<file path="config.mk">
export PLATFORM = sky130hd
export DESIGN_NAME = merger_lane_scheduler
export DESIGN_NICKNAME = d
export VERILOG_FILES = /design/src/rtl/merger_lane_scheduler_pkg.sv /design/src/rtl/merger_sched_outreg.sv /design/src/rtl/merger_lane_scheduler.sv
export SDC_FILE = /design/constraint.sdc
export NUM_CORES = 1
export LEC_CHECK = 0
export CORE_MARGIN = 4
export CORE_UTILIZATION = 31
export CTS_CLUSTER_SIZE = 25
export DETAILED_ROUTE_END_ITERATION = 6
export MAX_ROUTING_LAYER = met4
export PLACE_DENSITY_LB_ADDON = 0.2
export SKIP_LAST_GASP = 1
export SYNTH_ARGS = -nofsm -noshare
export SYNTH_HDL_FRONTEND = slang
export SYNTH_SLANG_ARGS = --single-unit
</file>
<file path="constraint.sdc">
create_clock -name clock -period 3.95 [get_ports clock]
set_clock_uncertainty 0.05 [all_clocks]
set_input_delay 0.395 -clock clock [delete_from_list [all_inputs] [get_ports clock]]
set_output_delay 0.395 -clock clock [all_outputs]
set_load 0.02 [all_outputs]
</file>
<file path="src/rtl/merger_lane_scheduler_pkg.sv">
// Shared constants and FSM encoding for the merge-tree lane scheduler.
// Also carries the saturating increment used by the optional performance counters.
package merger_defines;

    localparam int RADIX      = 4;
    localparam int COORD_BITS = 8;

    // All-ones is never a real coordinate: it marks a lane whose fiber has ended.
    localparam logic [COORD_BITS-1:0] SENTINEL = {COORD_BITS{1'b1}};

    typedef enum logic [1:0] {
        ST_IDLE  = 2'd0,
        ST_MERGE = 2'd1,
        ST_DRAIN = 2'd2,
        ST_DONE  = 2'd3
    } sched_state_e;

    function automatic logic [31:0] sat_inc(input logic [31:0] value, input logic en);
        return (en && (value != 32'hFFFF_FFFF)) ? value + 32'd1 : value;
    endfunction

endpackage

</file>
<file path="src/rtl/merger_sched_outreg.sv">
// One-entry valid/ready output register carrying the merged coordinate and its last flag.
// Accepts a new beat whenever it is empty or its current beat is leaving this cycle.
module merger_sched_outreg
    import merger_defines::*;
#(
    parameter int W = COORD_BITS
) (
    input  logic         clock,
    input  logic         reset,
    input  logic         in_valid_i,
    input  logic [W-1:0] in_coord_i,
    input  logic         in_last_i,
    output logic         in_ready_o,
    output logic         out_valid_o,
    output logic [W-1:0] out_coord_o,
    output logic         out_last_o,
    input  logic         out_ready_i
);

    logic         valid_q;
    logic [W-1:0] coord_q;
    logic         last_q;

    assign in_ready_o = !valid_q || out_ready_i;

    always_ff @(posedge clock) begin
        // NOTE: the payload is reset too, so every output reads 0 after reset rather than X.
        if (!reset) begin
            valid_q <= 1'b0;
            coord_q <= '0;
            last_q  <= 1'b0;
        end else if (in_valid_i && in_ready_o) begin
            valid_q <= 1'b1;
            coord_q <= in_coord_i;
            last_q  <= in_last_i;
        end else if (out_ready_i) begin
            valid_q <= 1'b0;
            last_q  <= 1'b0;
        end
    end

    assign out_valid_o = valid_q;
    assign out_coord_o = coord_q;
    assign out_last_o  = last_q;

endmodule

</file>
<file path="src/rtl/merger_lane_scheduler.sv">
// Feeds RADIX coordinate fibers through an external merger and registers the merged stream.
// Optional macro MERGER_SCHED_PERF_COUNTERS_EN adds beat and stall counters.
module merger_lane_scheduler
    import merger_defines::*;
#(
    parameter int MERGER_RADIX      = RADIX,
    parameter int MERGER_COORD_BITS = COORD_BITS
) (
    input  logic                                  clock,
    input  logic                                  reset,
    input  logic                                  start,
    input  logic [MERGER_RADIX-1:0]               lane_enable,
    input  logic [MERGER_RADIX-1:0]               lane_valid,
    input  logic [MERGER_RADIX-1:0]               lane_last,
    input  logic [MERGER_RADIX*MERGER_COORD_BITS-1:0] lane_coord,
    output logic [MERGER_RADIX-1:0]               lane_pop,
    output logic [MERGER_RADIX*MERGER_COORD_BITS-1:0] m_coord_in,
    output logic                                  m_selected,
    input  logic [MERGER_RADIX-1:0]               m_fetch_next,
    input  logic [MERGER_COORD_BITS-1:0]          m_coord,
    output logic                                  out_valid,
    output logic [MERGER_COORD_BITS-1:0]          out_coord,
    output logic                                  out_last,
    input  logic                                  out_ready,
    output logic                                  busy,
    output logic                                  done
`ifdef MERGER_SCHED_PERF_COUNTERS_EN
    ,
    output logic [31:0]                           perf_out_beats,
    output logic [31:0]                           perf_input_stalls,
    output logic [31:0]                           perf_output_stalls
`endif
);

    localparam int R = MERGER_RADIX;
    localparam int C = MERGER_COORD_BITS;
    localparam logic [C-1:0] LANE_SENTINEL = {C{1'b1}};

    sched_state_e state_q;
    logic [R-1:0] live_q;
    logic         heads_ok;
    logic         stage_ready;
    logic         fire;
    logic         last_fire;
    logic         beat_taken;
    logic [R-1:0] live_rem;

    always_comb begin
        // NOTE: default first so no path through the loop can leave a bit unassigned (no latch).
        m_coord_in = '1;
        for (int i = 0; i < R; i++) begin
            m_coord_in[i*C +: C] = live_q[i] ? lane_coord[i*C +: C] : LANE_SENTINEL;
        end
    end

    // Reset is folded into fire so a mid-job reset cycle neither pops nor captures a beat.
    assign heads_ok   = &(lane_valid | ~live_q);
    assign fire       = reset && (state_q == ST_MERGE) && heads_ok && stage_ready;
    assign m_selected = fire;
    assign lane_pop   = fire ? (m_fetch_next & live_q) : '0;
    assign live_rem   = live_q & ~(lane_pop & lane_last);
    assign last_fire  = fire && (live_rem == '0);
    assign beat_taken = out_valid && out_ready;

    always_ff @(posedge clock) begin
        if (!reset) begin
            state_q <= ST_IDLE;
            live_q  <= '0;
        end else begin
            case (state_q)
                ST_IDLE: begin
                    if (start) begin
                        live_q  <= lane_enable;
                        state_q <= (lane_enable == '0) ? ST_DONE : ST_MERGE;
                    end
                end
                ST_MERGE: begin
                    if (fire) begin
                        live_q <= live_rem;
                        if (last_fire) begin
                            state_q <= ST_DRAIN;
                        end
                    end
                end
                ST_DRAIN: begin
                    if (beat_taken && out_last) begin
                        state_q <= ST_DONE;
                    end
                end
                default: state_q <= ST_IDLE;
            endcase
        end
    end

    assign busy = (state_q != ST_IDLE);
    assign done = (state_q == ST_DONE);

    merger_sched_outreg #(.W(C)) u_outreg (
        .clock       (clock),
        .reset       (reset),
        .in_valid_i  (fire),
        .in_coord_i  (m_coord),
        .in_last_i   (last_fire),
        .in_ready_o  (stage_ready),
        .out_valid_o (out_valid),
        .out_coord_o (out_coord),
        .out_last_o  (out_last),
        .out_ready_i (out_ready)
    );

`ifdef MERGER_SCHED_PERF_COUNTERS_EN
    logic [31:0] beats_q;
    logic [31:0] in_stalls_q;
    logic [31:0] out_stalls_q;

    always_ff @(posedge clock) begin
        if (!reset || (state_q == ST_IDLE && start)) begin
            beats_q      <= '0;
            in_stalls_q  <= '0;
            out_stalls_q <= '0;
        end else begin
            beats_q      <= sat_inc(beats_q, beat_taken);
            in_stalls_q  <= sat_inc(in_stalls_q, (state_q == ST_MERGE) && !heads_ok);
            out_stalls_q <= sat_inc(out_stalls_q, (state_q == ST_MERGE) && out_valid && !out_ready);
        end
    end

    assign perf_out_beats     = beats_q;
    assign perf_input_stalls  = in_stalls_q;
    assign perf_output_stalls = out_stalls_q;
`endif

endmodule

</file>
Yosys cells after proc, flatten, opt, wreduce, memory -nomap -nowiden --
Cells that the tools add are included.
Storage, ports and cells: flip-flop bits (word level) 16, input bits 60, output and inout bits 49
Operators by class: equal/unequal tests 7, mux-type cells 17, bitwise logic cells 6, reduce and logical (&&, ||, !) cells 18
Operators by type and width (count):
- 2-to-1 mux 8 bit | 4
- bitwise AND 4 bit | 3
- 2-to-1 mux 4 bit | 3
- 2-to-1 mux 2 bit | 5
- zero test 4 bit | 2
- inverter 4 bit | 2
- one-hot mux 4 bit (2 select lines) | 1
- AND reduction 4 bit | 2
- logical AND 1 bit | 7
- inequality test 2 bit (second input constant) | 3
- one-hot mux 2 bit (3 select lines) | 1
- nonzero test 2 bit | 3
- equality test 2 bit (second input constant) | 2
- bitwise OR 4 bit | 1
- 2-to-1 mux 1 bit | 3
- AND reduction 3 bit | 1
- equality test 2 x 1 -> 1 bit (second input constant) | 1
- zero test 2 bit | 1
- inequality test 2 x 1 -> 1 bit (second input constant) | 1
- zero test 1 bit | 1
- logical OR 1 bit | 1

Depth between registers and ports, before layout --
Gate-level depths: netlist of the first run.
word-level depth 14, depth in mapped cells 8, mapped depth without buffers 7

Hierarchy --
Synthesis of the first run repeated with hierarchy kept, for this count alone.
Second synthesis, totals: cells, all modules 147, area total of the unflattened synthesis 1162.4 um^2
Modules (own cells, without submodules):
- merger_lane_scheduler | instances 1, cells each 101, area an instance 739.5 um^2, sequential area each 120.1 um^2
- merger_sched_outreg | instances 1, cells each 46, area an instance 422.9 um^2, sequential area each 200.2 um^2

Worst setup path before layout of the first run --
OpenSTA, ideal clock, no wires.
kind input to output, start input port lane_valid[0], end output port lane_pop[0], arrival time 1560 ps, data required time 3505 ps, path slack 1945 ps, stages on the path 6, buffers on the path 2, cell sequence nand2b_1 > o221ai_2 > nor4_2 > buf_2 > buf_6 > and3_1
On the way: word-level cells in the longest chain between the ends 5
RTL lines:
- start, declared | RTL line merger_lane_scheduler.sv:13 | input logic [MERGER_RADIX-1:0] lane_valid,
- bitwise OR 4 bit | RTL line merger_lane_scheduler.sv:57 | assign heads_ok = &(lane_valid | ~live_q);
- AND reduction 4 bit | RTL line merger_lane_scheduler.sv:57
- logical AND 1 bit (2 in series) | RTL line merger_lane_scheduler.sv:58 | assign fire = reset && (state_q == ST_MERGE) && heads_ok && stage_ready;
- via m_selected | RTL line merger_lane_scheduler.sv:18 | output logic m_selected,
- 2-to-1 mux 4 bit | RTL line merger_lane_scheduler.sv:60 | assign lane_pop = fire ? (m_fetch_next & live_q) : '0;
- end, declared | RTL line merger_lane_scheduler.sv:16 | output logic [MERGER_RADIX-1:0] lane_pop,
The timed path passes the listed nets, and every way through them passes these cells.

Worst setup path in the final report of the first run --
start input port reset, end output port m_selected
On the way: word-level cells in the longest chain between the ends 3
RTL lines:
- start, declared | RTL line merger_lane_scheduler.sv:10 | input logic reset,
- logical AND 1 bit (3 in series) | RTL line merger_lane_scheduler.sv:58
- end, declared | RTL line merger_lane_scheduler.sv:18
Every way passes these cells.

==> impl_metrics.yaml, run 1 <==
pwr:
  power.density_cell_area_nw_per_um2: 400
  maximum_vdd_drop_v: 0.000290
  power.leakage_nw: 0.832
floorplan:
  floorplan.die_area_um2: 4410
  placementRows: 20
  initial_utilization: 0.335
  floorplan.die.width_um: 66.4
  die_h_um: 66.4
  ios: 109
  core-area_um2: 3150
global_route:
  pin_count_of_the_biggest_net_entering_global_routing: 17
  globalRoute.totalOverflow: 0
  initial_antenna_violation_count: 0
  globalRouteTotalUtil: 0.189
  via_count_of_the_first_global_routing_pass: 1316
  wire_length_of_the_first_global_routing_pass_um: 6310
clock_tree:
  postCtsResizedCells: 0
  htreeDepth: 1
  cts_post_setup_buffers_inserted: 0
  tritoncts_clock_tree: "yes"
  cts-root-buf: "sky130_fd_sc_hd__clkbuf_4"
  tritoncts.num_buffers: 3
  register_clock_pin_slew_on_the_reported_worst_setup_and_hold_paths_ns: 0.09
  insertion_delay_to_the_later_sink_of_the_worst_skew_pair_ns: 0.29
  largest_buffer_count_on_any_clock_path: 2
  tritoncts_sink_count: 16
  hold_buffers: 0
setup_path:
  rrSetupSlack_ns: 1.77
  crit_path_start_kind: "input port"
  cp-startpoint: "reset"
  highest_net_fanout_along_the_worst_path: 16
  worst_setup_path_end_kind: "primary output"
  arrival_ns: 2.66
  path_class: "in -> out"
  worst_r2r_startpoint: "live_q[0]$_SDFFE_PN0P_"
  worst-r2r-cell-count: 7
  required_ns: 3.50
  r2r-end: "state_q[1]$_SDFFE_PN0P_"
placement:
  hpwl_um: 3270
  place.gp.congestion: 0.750
  port_buffers: 108
final_layout:
  layout.filler_cells: 269
  diodes: 0
  design.final.nets: 309
  postLayoutCoreUtil: 0.705
  areaGrowthSynthToFinish_pct: 110
  layout-drive-gt1-share: 0.0370
synthesis:
  ys_types: 30
  netlist_top_cells_area: "sky130_fd_sc_hd__dfxtp_1 30%, sky130_fd_sc_hd__nand2b_1 19%, sky130_fd_sc_hd__mux2i_1 7.6%"
  number_of_enable_type_register_cells_in_the_synthesized_netlist: 0
  yosys-top-cells-count: "32 x sky130_fd_sc_hd__nand2b_1, 16 x sky130_fd_sc_hd__dfxtp_1, 11 x sky130_fd_sc_hd__nor2_1"
  syn-cell-area_um2: 1060
  netlist.top_cell.by_area: "sky130_fd_sc_hd__dfxtp_1"
  yosys_warnings: 0
  asyncSetResetFlopFracSynth: 0
  yosysMostFrequentCell: "sky130_fd_sc_hd__nand2b_1"
  postSynthRegisterBits: 16
  synth-main-ff-cell: "sky130_fd_sc_hd__dfxtp_1"
  synth.net_count: 200
  synth_top_area_frac: 0.303
  post_synth.cell_area_avg_um2: 7.83
  post_synthesis_instance_total: 135
  synth_sequential_area_ratio: 0.303
detailed_routing:
  dr_total_vias: 1303
  drt_wl_total_um: 3860
  drt_pass1_iterations: 4
  detail_route.drc_violations: 0
  routed_via_density: 4.54
  drtIter0Drc: 31
  final_antenna_net_count: 0
  detail_route.wl_per_cell_um: 13.5
min_path:
  hold_path.startpoint: "u_outreg.out_coord_o[3]$_SDFFE_PN0P_"
  holdCritPathClass: "reg -> reg"
  timing.hold.worst_path_depth: 2
  hold_path_end: "u_outreg.out_coord_o[3]$_SDFFE_PN0P_"
timing:
  slew_viol_final: 0
  setup_repair_after_global_routing_missed_its_margin: "no"
  max_slew_margin: 0.658
  total_neg_setup_slack_ns: 0
  max_slew.worst_pin.slew_ns: 0.513
  final.period_utilization: 0.786
  final_hold_violation_count: 0
  finalCriticalPeriod_ns: 3.10
  max_clock_freq_ghz: 0.322
  final_setup_violations: 0
flow_run:
  drv_cap: 0
status:
  status: "complete, no violations"
==> registers in the layout (all words and copies together) (netlist names) <==
name	flops
u_outreg.out_coord_o	8
live_q	4
state_q	2
u_outreg.out_valid_o	1
u_outreg.out_last_o	1
==> through the flow <==
| stage | setup WS (ns) | cells | hold slack (ns) | instance area [um^2] | power, W |
|---|---|---|---|---|---|
| floorplan | 1.94 | 135 | 0.452 | 1060 | 0.000538 |
| global route | 0.697 | 287 | 0.506 | 2220 | 0.000965 |
| global placement | 0.854 | 283 | 0.440 | 2190 | 0.000781 |
| finish | 0.847 | 287 | 0.455 | 2220 | 0.000889 |
| detailed placement | 0.838 | 283 | 0.438 | 2190 | 0.000786 |
| CTS | 0.829 | 287 | 0.462 | 2220 | 0.000900 |
==> placed cells by master (no fill, tap or decap), types with 5 or more instances in the layout <==
| cell type | count |
|---|---|
| sky130_fd_sc_hd__nand2b_1 | 32 |
| sky130_fd_sc_hd__ha_1 | 5 |
| sky130_fd_sc_hd__clkdlybuf4s50_1 | 108 |
| sky130_fd_sc_hd__dfxtp_1 | 16 |
| sky130_fd_sc_hd__and3_1 | 5 |
| sky130_fd_sc_hd__mux2i_1 | 8 |
| sky130_fd_sc_hd__nand2_1 | 8 |
| sky130_fd_sc_hd__nor2_1 | 11 |
| sky130_fd_sc_hd__o21ai_0 | 6 |
| sky130_fd_sc_hd__a21oi_1 | 7 |
| sky130_fd_sc_hd__a31oi_1 | 5 |
| sky130_fd_sc_hd__inv_1 | 8 |
==> kinds of logic after synthesis <==
group                    Yosys count  share of synthesized area
multiplexers                       8                     0.0757
AO/OA/AOI/OAI                     25                      0.150
adder cells (fa/ha/maj)            5                     0.0592
flip-flops                        16                      0.303
buffers and inverters             16                     0.0651
AND/OR/NAND/NOR                   65                      0.347
==> worst max path at each step <==
| stage | cells past startpoint | to |
|---|---|---|
| after detailed placement | 6 | m_selected |
| after floorplan | 6 | lane_pop[0] |
| after CTS | 6 | m_selected |
| final | 6 | m_selected |
| after global placement | 6 | m_selected |
| after global routing | 6 | m_selected |
==> metal layers <==
metal  track usage  up-vias  part of all wire
met4        0.0305        0            0.0034
met3        0.0680        2              0.11
li1              -      675                 -
met1         0.213      553              0.41
met2         0.325       73              0.48
met5             -        -                 0
==> worst max-delay path, stage by stage <==
cell                              delay (ns)
sky130_fd_sc_hd__clkdlybuf4s50_1        0.47
sky130_fd_sc_hd__inv_1                  0.23
sky130_fd_sc_hd__nor4_4                 0.51
sky130_fd_sc_hd__buf_4                  0.24
sky130_fd_sc_hd__buf_4                  0.19
sky130_fd_sc_hd__clkdlybuf4s50_1        0.62
==> report_power, final <==
part	total [W]	leakage [nW]	internal [W]	switching (W)
Sequential	0.000243	0.130	0.000195	0.0000476
Combinational	0.000537	0.681	0.000271	0.000265
Clock	0.000109	0.0210	0.0000562	0.0000531
==> area by class of cell <==
class                   count  area [um^2]  share of cell area
multi-input cells         103          677               0.305
flip-flops and latches     16          320               0.144
well taps                  44         55.1              0.0248
inverters                  10         37.5              0.0169
repair buffers            110         1100               0.493
clock buffers               4         36.3              0.0163
Note: power is estimated with default switching activity, not from simulation.
==> run 2: changes to the inputs <==
--- a/config.mk
+++ b/config.mk
@@ -6,7 +6,7 @@
 export NUM_CORES = 1
 export LEC_CHECK = 0
 export CORE_MARGIN = 4
-export CORE_UTILIZATION = 31
+export CORE_UTILIZATION = 29
 export CTS_CLUSTER_SIZE = 25
 export DETAILED_ROUTE_END_ITERATION = 6
 export MAX_ROUTING_LAYER = met4
==> constraint.sdc (replaced) <==
create_clock -name clock -period 3 [get_ports clock]
set_clock_uncertainty 0.05 [all_clocks]
set_input_delay 0.3 -clock clock [delete_from_list [all_inputs] [get_ports clock]]
set_output_delay 0.3 -clock clock [all_outputs]
set_load 0.02 [all_outputs]
==> impl_metrics.yaml, run 2 (synthesis gave the netlist of run 1 again) <==
detailed_routing:
  drt_pass1_iterations: 4
  drtIter0Drc: 22
  final_antenna_net_count: 0
  dr_total_vias: 1293
  routed_via_density: 4.46
  drt_wl_total_um: 3850
  detail_route.wl_per_cell_um: 13.3
  detail_route.drc_violations: 0
setup_path:
  critical_path.max_stage_delay_ns: 0.62
  required_ns: 2.65
  cp.buffers_inverters: 3
  path_class: "in -> out"
  highest_net_fanout_along_the_worst_path: 8
  crit_path_max_delay_family: "buffers and inverters"
  arrival_ns: 2.32
  crit_path_cell_trace: "clkdlybuf4s50_1 -> nand2b_1 -> o221ai_2 -> nor4_4 -> buf_4 -> clkdlybuf4s50_1"
  worst_path_max_delay_cell: "sky130_fd_sc_hd__clkdlybuf4s50_1"
  crit_path_start_kind: "input port"
  crit_path_frequent_cell: "sky130_fd_sc_hd__clkdlybuf4s50_1"
  worst_setup_path_end_kind: "primary output"
floorplan:
  core-area_um2: 3420
  die_h_um: 68.4
  floorplan.die.width_um: 68.4
  placementRows: 21
  floorplan.die_area_um2: 4680
  initial_utilization: 0.310
  ios: 109
final_layout:
  flip_flop_count_of_the_largest_register_after_layout: 8
  postLayoutCoreUtil: 0.653
  design.final.nets: 310
  most_frequent_standard_cell_in_the_layout_excluding_fill_and_tap_cells: "sky130_fd_sc_hd__clkdlybuf4s50_1"
  layout.cells.most_common_list: "108 x sky130_fd_sc_hd__clkdlybuf4s50_1, 32 x sky130_fd_sc_hd__nand2b_1, 16 x sky130_fd_sc_hd__dfxtp_1"
  final_cells: 290
  layout-drive-gt1-share: 0.0410
  diodes: 0
  areaGrowthSynthToFinish_pct: 111
clock_tree:
  tritoncts.num_buffers: 3
  postCtsResizedCells: 0
  hold_buffers: 0
  cts_post_setup_buffers_inserted: 0
  cts-root-buf: "sky130_fd_sc_hd__clkbuf_4"
  tritoncts_clock_tree: "yes"
  insertion_delay_to_the_later_sink_of_the_worst_skew_pair_ns: 0.29
  register_clock_pin_slew_on_the_reported_worst_setup_and_hold_paths_ns: 0.10
  tritoncts_sink_count: 16
  largest_buffer_count_on_any_clock_path: 2
  htreeDepth: 1
timing:
  final_hold_violation_count: 0
  final.period_utilization: 0.888
  worst_slack_ns: 0.335
  max_slew.worst_pin.slew_ns: 0.453
  finalCriticalPeriod_ns: 2.67
  slew_viol_final: 0
  final_setup_violations: 0
  max_slew_margin: 0.696
  setup_repair_after_global_routing_missed_its_margin: "no"
  total_neg_setup_slack_ns: 0
  max_clock_freq_ghz: 0.375
global_route:
  wire_length_of_the_first_global_routing_pass_um: 5770
  initial_antenna_violation_count: 0
  globalRoute.totalOverflow: 0
  via_count_of_the_first_global_routing_pass: 1233
  pin_count_of_the_biggest_net_entering_global_routing: 16
  globalRouteTotalUtil: 0.168
pwr:
  power.density_cell_area_nw_per_um2: 524
  sw_frac_of_total: 0.411
  power.combinational.fraction: 0.604
  p_int_w: 0.000689
  power_frac_clock: 0.122
  power.leakage_nw: 0.837
  maximum_vdd_drop_v: 0.000310
  totalPowerFinal_w: 0.00117
  p_sw_w: 0.000481
  share_seq_of_total_power: 0.275
placement:
  pre_cts_slack_ns: 0.305
  hpwl_um: 3300
  port_buffers: 108
  place.gp.congestion: 0.742
  dp.cells: 286
status:
  status: "complete, no violations"
min_path:
  holdCritPathClass: "reg -> reg"
flow_run:
  drv_cap: 0
## run 2: worst reg2reg max path: cells and delay by family (launching register included)
kind,cells,cell delay (ns)
AOI/OAI and AO/OA,3,0.38
and+or+nand+nor,3,1.02
DFF,1,0.44
buffers and inverters,1,0.23
## run 2: layout make-up
cell class,count,area (um^2)
Fill cell,288,1180
Clock buffer,4,36.3
Tap cell,46,57.6
Timing Repair Buffer,111,1100
Inverter,10,37.5
Multi-Input combinational cell,103,677
Sequential cell,16,320
## run 2: final timing paths
| kind | from | to | slack [ns] | depth (start not counted) |
|---|---|---|---|---|
| worst max-delay path | lane_valid[0] | m_selected | 0.33 | 6 |
| worst min-delay path | u_outreg.out_last_o$_SDFFE_PN0P_ | u_outreg.out_last_o$_SDFFE_PN0P_ | 0.45 | 2 |
| worst max register to register | live_q[0]$_SDFFE_PN0P_ | state_q[1]$_SDFFE_PN0P_ | 0.82 | 7 |
| worst min register to register | u_outreg.out_last_o$_SDFFE_PN0P_ | u_outreg.out_last_o$_SDFFE_PN0P_ | 0.45 | 2 |
## run 2: metrics by stage
| stage | hold WS (ns) | area [um^2] |
|---|---|---|
| after detailed placement | 0.438 | 2200 |
| final | 0.454 | 2230 |
| after global routing | 0.493 | 2230 |
| after global placement | 0.422 | 2200 |
| after CTS | 0.458 | 2230 |
| after floorplan | 0.381 | 1060 |
## run 2: metal layers
layer,vias up,GRT usage,routed length [um]
met3,2,0.0493,468
li1,674,-,-
met4,0,0.0447,17
met1,554,0.188,1540
met5,-,-,0
met2,63,0.290,1820
## run 2: power groups by stage
stage	clock network, W	logic [W]	registers, W
after floorplan	0	0.000389	0.000319
after global placement	0	0.000706	0.000326
after detailed placement	0	0.000712	0.000327
after CTS	0.000148	0.000714	0.000323
after global routing	0.000160	0.000770	0.000333
final	0.000142	0.000706	0.000322
